[src/rtl/bpf_wb_stage.sv]
// Writeback stage of the packet-filter pipeline: retires one stage-1 instruction
// per handshake, writes A/X, resolves conditional jumps (short jumps squash
// younger instructions, long jumps redirect), reports RET and memory timeouts.
module bpf_wb_stage #(
  parameter int unsigned DATA_WIDTH  = 32,
  parameter int unsigned PC_WIDTH    = 10,
  parameter int unsigned JMP_WIDTH   = 8,
  parameter int unsigned SKIP_DEPTH  = 2,
  parameter int unsigned MEM_TIMEOUT = 64
) (
  input  logic                  clk,
  input  logic                  rst,
  input  logic                  restart,
  input  logic                  s1_valid,
  output logic                  s1_ready,
  input  logic [PC_WIDTH-1:0]   s1_pc,
  input  logic [1:0]            s1_wb_sel,
  input  logic                  s1_dest,
  input  logic                  s1_is_branch,
  input  logic                  s1_is_ret,
  input  logic [JMP_WIDTH-1:0]  s1_jt,
  input  logic [JMP_WIDTH-1:0]  s1_jf,
  input  logic [DATA_WIDTH-1:0] s1_imm,
  input  logic                  alu_valid,
  input  logic [DATA_WIDTH-1:0] alu_result,
  input  logic                  alu_flag,
  input  logic                  mem_valid,
  input  logic [DATA_WIDTH-1:0] mem_rdata,
  output logic                  regA_wr_en,
  output logic                  regX_wr_en,
  output logic [DATA_WIDTH-1:0] wr_data,
  output logic                  branch_mispredict,
  output logic [PC_WIDTH-1:0]   branch_target,
  output logic                  ret_valid,
  output logic [DATA_WIDTH-1:0] ret_value,
  output logic                  timeout_err
);

  typedef enum logic [1:0] {IDLE, WAIT, HALT} state_t;

  typedef struct packed {
    logic [PC_WIDTH-1:0]   pc;
    logic [1:0]            sel;
    logic                  dest;
    logic                  br;
    logic                  ret;
    logic [JMP_WIDTH-1:0]  jt;
    logic [JMP_WIDTH-1:0]  jf;
    logic [DATA_WIDTH-1:0] imm;
  } instr_t;

  localparam int unsigned      TW       = (MEM_TIMEOUT > 0) ? $clog2(MEM_TIMEOUT + 1) : 1;
  localparam logic [TW-1:0]    TO_LIM   = TW'(MEM_TIMEOUT);
  localparam logic [JMP_WIDTH:0] SKIP_LIM = (JMP_WIDTH + 1)'(SKIP_DEPTH);

  state_t                 state, state_n;
  instr_t                 held, held_n, cur, s1_instr;
  logic [JMP_WIDTH-1:0]   skip_cnt, skip_n, off;
  logic [TW-1:0]          tcnt, tcnt_n;
  logic                   accept, src_ok, fire;
  logic [DATA_WIDTH-1:0]  src_val;
  logic                   wa_n, wx_n, mis_n, ret_n, err_n;
  logic [DATA_WIDTH-1:0]  wr_data_n, ret_value_n;
  logic [PC_WIDTH-1:0]    target_n;

  assign s1_ready = (state == IDLE) && !branch_mispredict;
  assign s1_instr = '{pc: s1_pc, sel: s1_wb_sel, dest: s1_dest, br: s1_is_branch,
                      ret: s1_is_ret, jt: s1_jt, jf: s1_jf, imm: s1_imm};

  // State register and registered effect outputs
  always_ff @(posedge clk or negedge rst) begin
    if (!rst) begin
      state             <= IDLE;
      held              <= '0;
      skip_cnt          <= '0;
      tcnt              <= '0;
      regA_wr_en        <= 1'b0;
      regX_wr_en        <= 1'b0;
      wr_data           <= '0;
      branch_mispredict <= 1'b0;
      branch_target     <= '0;
      ret_valid         <= 1'b0;
      ret_value         <= '0;
      timeout_err       <= 1'b0;
    end else begin
      state             <= state_n;
      held              <= held_n;
      skip_cnt          <= skip_n;
      tcnt              <= tcnt_n;
      regA_wr_en        <= wa_n;
      regX_wr_en        <= wx_n;
      wr_data           <= wr_data_n;
      branch_mispredict <= mis_n;
      branch_target     <= target_n;
      ret_valid         <= ret_n;
      ret_value         <= ret_value_n;
      timeout_err       <= err_n;
    end
  end

  // Next-state, source selection and effect generation
  always_comb begin
    // In WAIT the held copy drives everything; otherwise the live stage-1 fields do,
    // so an instruction whose source is ready at accept retires without a bubble.
    cur    = (state == WAIT) ? held : s1_instr;
    accept = s1_valid && s1_ready;
    off    = alu_flag ? cur.jt : cur.jf;

    src_ok  = 1'b1;
    src_val = '0;
    case (cur.sel)
      2'b01:   begin src_ok = alu_valid; src_val = alu_result; end
      2'b10:   begin src_ok = mem_valid; src_val = mem_rdata;  end
      2'b11:   src_val = cur.imm;
      default: src_val = '0;
    endcase

    state_n     = state;
    held_n      = held;
    skip_n      = skip_cnt;
    tcnt_n      = tcnt;
    err_n       = timeout_err;
    fire        = 1'b0;
    wa_n        = 1'b0;
    wx_n        = 1'b0;
    mis_n       = 1'b0;
    ret_n       = 1'b0;
    wr_data_n   = wr_data;
    target_n    = branch_target;
    ret_value_n = ret_value;

    if (restart) begin
      state_n = IDLE;
      held_n  = '0;
      skip_n  = '0;
      tcnt_n  = '0;
      err_n   = 1'b0;
    end else begin
      case (state)
        IDLE: begin
          if (accept) begin
            if (skip_cnt != '0) begin
              skip_n = skip_cnt - JMP_WIDTH'(1);
            end else begin
              held_n = s1_instr;
              if (src_ok) begin
                fire = 1'b1;
              end else begin
                state_n = WAIT;
                tcnt_n  = '0;
              end
            end
          end
        end
        WAIT: begin
          // A valid in the expiry cycle wins over the timeout
          if (src_ok) begin
            fire    = 1'b1;
            state_n = IDLE;
          end else if (MEM_TIMEOUT != 0 && (tcnt + TW'(1)) == TO_LIM) begin
            err_n   = 1'b1;
            state_n = HALT;
          end else begin
            tcnt_n = tcnt + TW'(1);
          end
        end
        default: state_n = state;
      endcase

      if (fire) begin
        if (cur.ret) begin
          ret_n       = 1'b1;
          ret_value_n = src_val;
          state_n     = HALT;
        end else if (cur.br) begin
          if (off != '0) begin
            if ({1'b0, off} <= SKIP_LIM) begin
              skip_n = off;
            end else begin
              mis_n    = 1'b1;
              target_n = cur.pc + PC_WIDTH'(1) + PC_WIDTH'(off);
              skip_n   = '0;
            end
          end
        end else if (cur.sel != 2'b00) begin
          wa_n      = !cur.dest;
          wx_n      = cur.dest;
          wr_data_n = src_val;
        end
      end
    end
  end

endmodule

[config.mk]
export PLATFORM = sky130hd
export DESIGN_NAME = bpf_wb_stage
export DESIGN_NICKNAME = d
export VERILOG_FILES = /design/src/rtl/bpf_wb_stage.sv
export SDC_FILE = /design/constraint.sdc
export NUM_CORES = 1
export LEC_CHECK = 0
export BUFFER_PORTS_ARGS = -buffer_cell sky130_fd_sc_hd__buf_2
export CAP_MARGIN = 15
export CORE_MARGIN = 2
export CORE_UTILIZATION = 45
export DETAILED_ROUTE_END_ITERATION = 6
export HOLD_SLACK_MARGIN = 0.06
export PLACE_DENSITY = 0.79
export SYNTH_ARGS = -nofsm -noshare
export SYNTH_HDL_FRONTEND = slang
export SYNTH_SLANG_ARGS = --single-unit
[constraint.sdc]
create_clock -name clk -period 3.45 [get_ports clk]
set_input_delay 0.69 -clock clk [delete_from_list [all_inputs] [get_ports clk]]
set_output_delay 0.69 -clock clk [all_outputs]
set_load 0.02 [all_outputs]
== Word-level counts from Yosys, hierarchy flattened ==
Index checks and enable logic that the tools add are counted.
Storage, ports and cells
  bits in registers: 159
  latch bits: 0
  ROM bits: 0
  logic and storage cells: 120
  memories kept: 0
  RAM bits: 0
Cells by class
  order comparisons: 1
  shift-type cells: 0
  reduce and logical (&&, ||, !) cells: 19
  equality and inequality tests: 12
  multipliers: 0
  multiplexer cells: 61
  $add $sub $neg: 4
  bitwise logic cells: 4
  div/mod/pow operators: 0
Operators by type and width (count)
  63-bit 2-to-1 mux: 5
  32-bit case mux with 3 select lines: 1
  8-bit 2-to-1 mux: 10
  7-bit 2-to-1 mux: 6
  1-bit 2-to-1 mux: 27
  2-bit 2-to-1 mux: 8
  8-bit nonzero test: 2
  3-bit inequality test (second input constant): 5
  7-bit case mux with 2 select lines: 1
  6-bit AND reduction: 2
  10-bit by 1-bit adder with 10-bit output (second input constant): 1
  10-bit by 8-bit adder with 10-bit output: 1
  2-bit nonzero test: 5
  3-bit AND reduction: 3
  8-bit by 2-bit less-or-equal comparator with 1-bit output (second input constant): 1
  8-bit by 1-bit subtractor with 8-bit output (second input constant): 1
  7-bit by 1-bit adder with 7-bit output (second input constant): 1
  7-bit equality test (second input constant): 1
  5-bit AND reduction: 1
  2-bit by 1-bit equality test with 1-bit output (second input constant): 2
  2-bit equality test (second input constant): 2
  2-bit inequality test (second input constant): 2
  1-bit inverter: 4
  1-bit case mux with 2 select lines: 2
  5 further kinds: 7

== Longest topological paths before layout ==
Gate-level depths: netlist (run 1).
  depth after elaboration: 11
  depth in mapped cells: 17
  depth with buffers taken out: 12

== Worst setup path after synthesis (run 1) ==
No wires, ideal clock.
  path kind: register -> register
  start: register state[1]
  end: register branch_target[9]
  setup time: 0.125 ns
  data arrival time: 3.300 ns
  clock period less this slack: 3.425 ns
  path slack: 0.025 ns
  buffers on the path: 3
  cell stages (with the launch flop): 14
  cell sequence: dfrtp_1 > buf_6 > nand2b_1 > buf_2 > buf_2 > mux4_2 > ha_1 > a21oi_1 > o21ai_0 > maj3_1 > mux2_2 > o2bb2ai_1 > xnor2_1 > mux2_2
On the way
  longest elaborated chain between the ends: 10
  elaborated cells between the ends (all ways): 21
  those cells by class: add/sub (2); order compare (1); eq/ne (3); mux (8); bitwise (2); reduce/logical (5)
RTL lines
  start: declaration: line 56  | state_t state, state_n;
  start signal: assignment: line 86  | state <= state_n;
  parallel branches: the longest is 10 deep, another holds 10-bit by 1-bit adder with 10-bit output
  end signal: assignment: line 94  | branch_target <= target_n;
  end: declaration: line 33  | output logic [PC_WIDTH-1:0] branch_target,
Parallel ways; which one is timed is not known. The select of a mux whose other input is x is not followed.
A chain may end at the register's enable or synchronous reset.

== Worst setup path in the final report (run 1) ==
Same ends and word-level chain as after synthesis.

==> impl_metrics.py, run 1 <==
metrics = {
    "outcome": {
        "outcome": "finished, violations left",
        "failing_checks": "design-rule violations",
    },
    "setup_path": {
        "required_time_reported_for_the_critical_path_endpoint_ns": 3.76,
        "rr_worst_depth": 11,
        "crit_buf_inv": 2,
        "crit_path_start": "state[1]$_DFF_PN0_",
        "worstSetupPathType": "flip-flop to flip-flop",
        "timing.critical_path.mode_cell": "mux2_2",
        "ff2ff_setup_slack_ns": 0.22,
        "cp_cell_sequence": "nand2b_2 -> buf_4 -> mux4_2 -> inv_1 -> ha_1 -> o21ai_0 -> maj3_1 -> mux2_2 -> o2bb2ai_1 -> xnor2_1 -> mux2_2",
        "critical_path_end": "branch_target[9]$_DFFE_PN0P_",
        "number_of_stages_on_the_worst_setup_path": 11,
        "slowest_delay_ns": 0.57,
        "r2r-end": "branch_target[9]$_DFFE_PN0P_",
        "critPathArrivalTime_ns": 3.54,
        "r2r_start": "state[1]$_DFF_PN0_",
        "critical_path.max_fanout": 10,
        "critical-path-top-delay-family": "multiplexers",
        "worstSetupStartpointType": "flip-flop",
        "setup.worst_path.end_class": "flip-flop",
        "crit_slowest_cell": "mux4_2",
    },
    "floorplan": {
        "row_count": 49,
        "ioPinCount": 214,
        "initial_cell_density_of_the_core": 0.458,
        "chipHeight_um": 139,
        "fp.dieW_um": 139,
        "core-area_um2": 17900,
        "fp.dieArea_um2": 19300,
    },
    "global_route": {
        "gr-total-overflow": 0,
        "pin_count_of_the_biggest_net_entering_global_routing": 79,
        "busiest_layer": "met2",
        "globalRouteMet2Util": 0.397,
        "globalRouteTotalUtil": 0.240,
        "fraction_of_met3_tracks_used_by_global_routing": 0.0470,
        "grt_pass1_wl_mm": 37.3,
        "grt_pass1_vias": 7188,
        "number_of_antenna_violations_at_the_first_check_in_global_routing": 1,
        "globalRouteMet1Util": 0.321,
    },
    "routing": {
        "detailed_router_s_first_iteration_violation_count": 623,
        "post_drt_via_cell_ratio": 5.54,
        "drc_errors_left": 15,
        "dr_total_vias": 7516,
        "post_drt_wl_per_cell_um": 17.1,
        "drt_pre_antenna_iters": 7,
        "route.final.wire_length_mm": 23.2,
        "ant_nets": 0,
    },
    "placement": {
        "place_inst": 1323,
        "post_dp_cell_area_um2": 9490,
        "dpl.hpwl_mm": 16.3,
        "port_buffers": 213,
        "globalplace.congestion": 0.897,
    },
    "layout": {
        "area_delta_synth_final_pct": 23.4,
        "postLayoutCellArea_um2": 10100,
        "layout.cells.most_common": "nand2_1",
        "instances_no_fill": 1356,
        "num_antenna_cells": 0,
        "utilization": 0.566,
        "num-nets-final": 1261,
        "layout_common_cells": "nand2_1 (328), buf_2 (212), dfrtp_1 (159), a21oi_1 (77), o21ai_0 (55)",
        "layout-drive-gt1-share": 0.277,
    },
    "logic_synthesis": {
        "async_reset_ff_frac": 1.00,
        "netlist_instances": 926,
        "ys_warn_count": 0,
        "synth_fp_nets": 1073,
        "dominantRegCellSynth": "dfrtp_1",
        "yosysUniqueCellTypes": 58,
        "syn_area_um2": 8210,
        "yosysSeqAreaShare": 0.485,
        "syn-mean-instance-area_um2": 8.86,
        "synth-edff-count": 0,
        "ys_seq_elements": 159,
    },
    "timing": {
        "timing.fmax_mhz": 309,
        "finalClockSkew_ns": 0.0103,
        "setup-violations-final": 0,
        "transition_time_of_the_tightest_slew_check_pin_ns": 1.16,
        "hold-worst-slack_ns": 0.302,
        "fin_tns_setup_ns": 0,
        "final_min_period_over_clock_period": 0.937,
        "finalHoldViolations": 0,
        "maxSlewViolCount": 0,
        "final.min_clock_period_ns": 3.23,
        "slew-limit-headroom": 0.229,
    },
    "hold_path": {
        "min-delay-path-class": "primary input to async pin",
    },
    "clock_tree": {
        "clock-sinks": 159,
        "tritoncts": "yes",
        "tritoncts.num_buffers": 17,
        "ctsHoldBuffers": 0,
        "cts.clk_slew.worst_paths_ns": 0.07,
        "clock_tree_buffer_depth": 2,
        "htree_num_levels": 4,
        "clk_latency_ns": 0.43,
        "root_buffer": "clkbuf_16",
    },
    "power_and_ir_drop": {
        "power-per-cell-area_nw_per_um2": 712,
        "p_leak_nw": 4.99,
        "ir_worst_vdd_mv": 0.400,
    },
    "flow_run": {
        "cap_violations": 0,
    },
}
==> cells by family after synthesis <==
logic type               after synthesis  share of synthesized area
AO/OA/AOI/OAI                        227                      0.190
XOR/XNOR                              18                     0.0192
buffers and inverters                 83                     0.0451
flip-flops                           159                      0.485
adder cells (fa/ha/maj)               15                     0.0232
multiplexers                          18                     0.0323
AND/OR/NAND/NOR                      406                      0.205
==> routing by layer <==
layer,share of wire,vias to the layer above,wire length [um]
li1,-,3581,-
met1,0.42,3591,9750
met2,0.49,304,11300
met3,0.070,40,1630
met4,0.023,0,535
met5,0,-,0
==> worst reg2reg max path: stages (launching register included) <==
cell	delay [ns]
dfrtp_1	0.35
nand2b_2	0.21
buf_4	0.23
mux4_2	0.57
inv_1	0.10
ha_1	0.19
o21ai_0	0.21
maj3_1	0.40
mux2_2	0.30
o2bb2ai_1	0.15
xnor2_1	0.16
mux2_2	0.27
==> cells in the mapped netlist, types with 2 or more instances <==
cell      instances  share of area
a211oi_1          2         0.0018
a21o_1            3         0.0027
a21oi_1          77          0.047
a221o_1           2         0.0024
a222oi_1         32          0.039
a22oi_1           2         0.0018
and3_1            4         0.0030
buf_1             4         0.0018
buf_2            14         0.0085
buf_6             5         0.0069
clkbuf_1         45          0.021
dfrtp_1         159           0.48
ha_1             12          0.018
inv_1            14         0.0064
maj3_1            2         0.0024
mux2_2            4         0.0055
mux2i_1           7         0.0085
mux4_2            6          0.016
nand2_1         328           0.15
nand2b_1          4         0.0030
nand3_1           6         0.0037
nor2_1           26          0.012
nor2b_1           9         0.0069
nor3_1           10         0.0061
nor4_1            4         0.0030
nor4b_1           2         0.0021
o211ai_1          4         0.0037
o21ai_0          56          0.034
o31ai_1          19          0.017
o31ai_2          18          0.027
or4_1             3         0.0027
xnor2_1          10          0.011
xor2_1            8         0.0085
==> how the worst min path moves through the flow <==
stage | start | endpoint | cells after the start
floorplan | rst | branch_mispredict$_DFF_PN0_ | 0
global placement | ret_value[3]$_DFFE_PN0P_ | ret_value[3]$_DFFE_PN0P_ | 2
detailed placement | wr_data[30]$_DFFE_PN0P_ | wr_data[30]$_DFFE_PN0P_ | 2
CTS | rst | wr_data[5]$_DFFE_PN0P_ | 1
global route | rst | wr_data[5]$_DFFE_PN0P_ | 1
finish | rst | wr_data[5]$_DFFE_PN0P_ | 1
==> sequential cells by signal, summed over array words and instances, names as in the netlist <==
signal             count
regX_wr_en             1
regA_wr_en             1
held                  63
skip_cnt               8
branch_mispredict      1
branch_target         10
timeout_err            1
ret_valid              1
ret_value             32
tcnt                   7
wr_data               32
state                  2
==> power breakdown <==
part	internal [mW]	leakage, nW	switching, mW	total [mW]
logic	0.917	2.53	1.69	2.61
clock network	1.16	0.308	0.828	1.99
registers	2.33	2.16	0.279	2.61
==> cell type report <==
type | instances | area [um^2]
Sequential cell | 159 | 3980
Multi-Input combinational cell | 684 | 3890
Clock buffer | 17 | 425
Fill cell | 1635 | 7770
Clock inverter | 15 | 206
Timing Repair Buffer | 238 | 1280
Inverter | 14 | 52.6
Tap cell | 229 | 287
==> through the flow <==
step	setup WS (ns)	power, mW
floorplan	0.0254	4.36
global placement	0.128	5.17
detailed placement	0.126	5.24
CTS	0.188	7.25
global route	-0.0151	7.67
finish	0.218	7.21
==> timing repair <==
item | CTS | global route
setup endpoints to repair | 0 | 6
resized for setup | 0 | 1
setup buffers | 0 | 1
Note: power is estimated with default switching activity, not from simulation.
==> inputs of run 2 (changes only) <==
Settings changed: CORE_UTILIZATION 45 to 43, PLACE_DENSITY 0.79 to 0.77.
==> impl_metrics.py, run 2 (synthesized netlist as in run 1, its figures left out) <==
metrics = {
    "floorplan": {
        "initial_cell_density_of_the_core": 0.439,
        "core-area_um2": 18700,
        "ioPinCount": 214,
        "row_count": 50,
        "fp.dieW_um": 142,
        "chipHeight_um": 142,
        "fp.dieArea_um2": 20200,
    },
    "routing": {
        "drt_pre_antenna_iters": 7,
        "ant_nets": 0,
        "post_drt_via_cell_ratio": 5.54,
        "post_drt_wl_per_cell_um": 17.2,
        "detailed_router_s_first_iteration_violation_count": 619,
        "dr_total_vias": 7566,
        "drc_errors_left": 14,
        "route.final.wire_length_mm": 23.5,
    },
    "placement": {
        "port_buffers": 213,
        "dpl.hpwl_mm": 16.7,
        "globalplace.congestion": 0.914,
    },
    "layout": {
        "utilization": 0.544,
        "largest_register": "held",
        "layout_common_cells": "nand2_1 (328), buf_2 (212), dfrtp_1 (159), a21oi_1 (77), o21ai_0 (55)",
        "largestRegisters": "held x63, ret_value x32, wr_data x32",
        "largest_register_ff_count": 63,
        "area_delta_synth_final_pct": 24.1,
        "layout.cells.most_common": "nand2_1",
        "layout-drive-gt1-share": 0.279,
        "num-nets-final": 1265,
    },
    "clock_tree": {
        "root_buffer": "clkbuf_16",
        "clock_tree_buffer_depth": 2,
        "cts.clk_slew.worst_paths_ns": 0.07,
        "clk_latency_ns": 0.43,
        "tritoncts.num_buffers": 17,
        "htree_num_levels": 4,
        "tritoncts": "yes",
        "clock-sinks": 159,
    },
    "power_and_ir_drop": {
        "clkPwrFrac": 0.283,
        "power-per-cell-area_nw_per_um2": 716,
        "p_leak_nw": 5.03,
        "ir_worst_vdd_mv": 0.419,
        "power.internal_mw": 4.50,
        "seq_power_share": 0.357,
        "power_frac_comb": 0.360,
        "switching_share": 0.383,
        "total_switching_power_mw": 2.80,
    },
    "global_route": {
        "grt_pass1_wl_mm": 37.2,
        "gr-total-overflow": 0,
        "pin_count_of_the_biggest_net_entering_global_routing": 85,
        "number_of_antenna_violations_at_the_first_check_in_global_routing": 1,
        "grt_pass1_vias": 7094,
        "globalRouteTotalUtil": 0.234,
    },
    "setup_path": {
        "ff2ff_setup_slack_ns": 0.17,
        "rr_worst_depth": 10,
        "r2r-end": "branch_target[9]$_DFFE_PN0P_",
        "critPathArrivalTime_ns": 3.60,
        "setup.worst_path.end_class": "flip-flop",
        "required_time_reported_for_the_critical_path_endpoint_ns": 3.76,
        "r2r_start": "state[0]$_DFF_PN0_",
        "critical_path.max_fanout": 6,
        "worstSetupStartpointType": "flip-flop",
        "worstSetupPathType": "flip-flop to flip-flop",
    },
    "timing": {
        "setup-violations-final": 0,
        "final.min_clock_period_ns": 3.28,
        "transition_time_of_the_tightest_slew_check_pin_ns": 1.09,
        "final_min_period_over_clock_period": 0.952,
        "finalClockSkew_ns": 0.0144,
        "timing.fmax_mhz": 305,
        "finalHoldViolations": 0,
        "maxSlewViolCount": 0,
        "grt_setup_unrepaired": "no",
        "slew-limit-headroom": 0.275,
        "fin_tns_setup_ns": 0,
    },
    "outcome": {
        "failing_checks": "design-rule violations",
        "outcome": "finished, violations left",
    },
    "flow_run": {
        "cap_violations": 0,
    },
    "hold_path": {
        "min-delay-path-class": "primary input to async pin",
    },
}
==> run 2: worst max-delay path by stage <==
stage | start | end | slack, ns | cells after the start
after floorplan | state[1]$_DFF_PN0_ | branch_target[9]$_DFFE_PN0P_ | 0.03 | 13
after global placement | s1_jt[2] | branch_target[9]$_DFFE_PN0P_ | 0.16 | 10
after detailed placement | s1_jt[2] | branch_target[9]$_DFFE_PN0P_ | 0.13 | 10
after CTS | state[1]$_DFF_PN0_ | branch_target[8]$_DFFE_PN0P_ | 0.14 | 13
after global routing | state[0]$_DFF_PN0_ | branch_target[8]$_DFFE_PN0P_ | 0.04 | 12
final | state[0]$_DFF_PN0_ | branch_target[9]$_DFFE_PN0P_ | 0.17 | 10
==> run 2: worst max-delay path, stage by stage (launching register included) <==
cell and delay, ns:
dfrtp_1 0.45, nand2b_2 0.23, mux4_2 0.54, ha_1 0.36
a21oi_1 0.16, o21ai_0 0.19, maj3_1 0.39, mux2_2 0.30
o2bb2ai_1 0.15, xnor2_1 0.15, mux2_2 0.26
==> run 2: area by class of cell <==
type / count / area (um^2)
inverters: 14 / 52.6
multi-input cells: 684 / 3890
repair buffers: 242 / 1320
clock buffers: 17 / 425
well taps: 234 / 293
diodes: 1 / 2.50
clock inverters: 15 / 221
flip-flops and latches: 159 / 3980
fillers: 1696 / 8520
==> run 2: per-stage QoR <==
step | hold WS (ns) | std cells | power [mW] | setup slack, ns | instance area, um^2
2_1_floorplan | 0.394 | 926 | 4.36 | 0.0254 | 8210
3_3_place_gp | 0.455 | 1331 | 5.17 | 0.165 | 9510
3_5_place_dp | 0.463 | 1331 | 5.25 | 0.132 | 9510
4_1_cts | 0.339 | 1363 | 7.34 | 0.135 | 10200
5_1_grt | 0.364 | 1365 | 7.76 | 0.0362 | 10200
6_report | 0.304 | 1366 | 7.29 | 0.166 | 10200
==> run 2: timing repair <==
| action | 4_1_cts | 5_1_grt |
|---|---|---|
| hold buffers | 0 | 0 |
| setup buffers | 0 | 2 |
| endpoints found under the setup margin | 0 | 2 |
| resized for setup | 0 | 1 |
==> run 2: power by group through the flow <==
stage          combinational, mW  clock [mW]  sequential [mW]
2_1_floorplan               1.44           0             2.92
3_5_place_dp                2.61           0             2.64
6_report                    2.62        2.07             2.60
3_3_place_gp                2.55           0             2.61
5_1_grt                     2.90        2.20             2.66
4_1_cts                     2.62        2.11             2.60
==> run 2: per-layer routing <==
metal | global-route usage | part of all wire | up-vias
met5 | 0 | 0 | -
met4 | 0.0563 | 0.011 | 0
met3 | 0.0538 | 0.081 | 23
met2 | 0.396 | 0.49 | 334
met1 | 0.306 | 0.41 | 3601
li1 | - | - | 3608
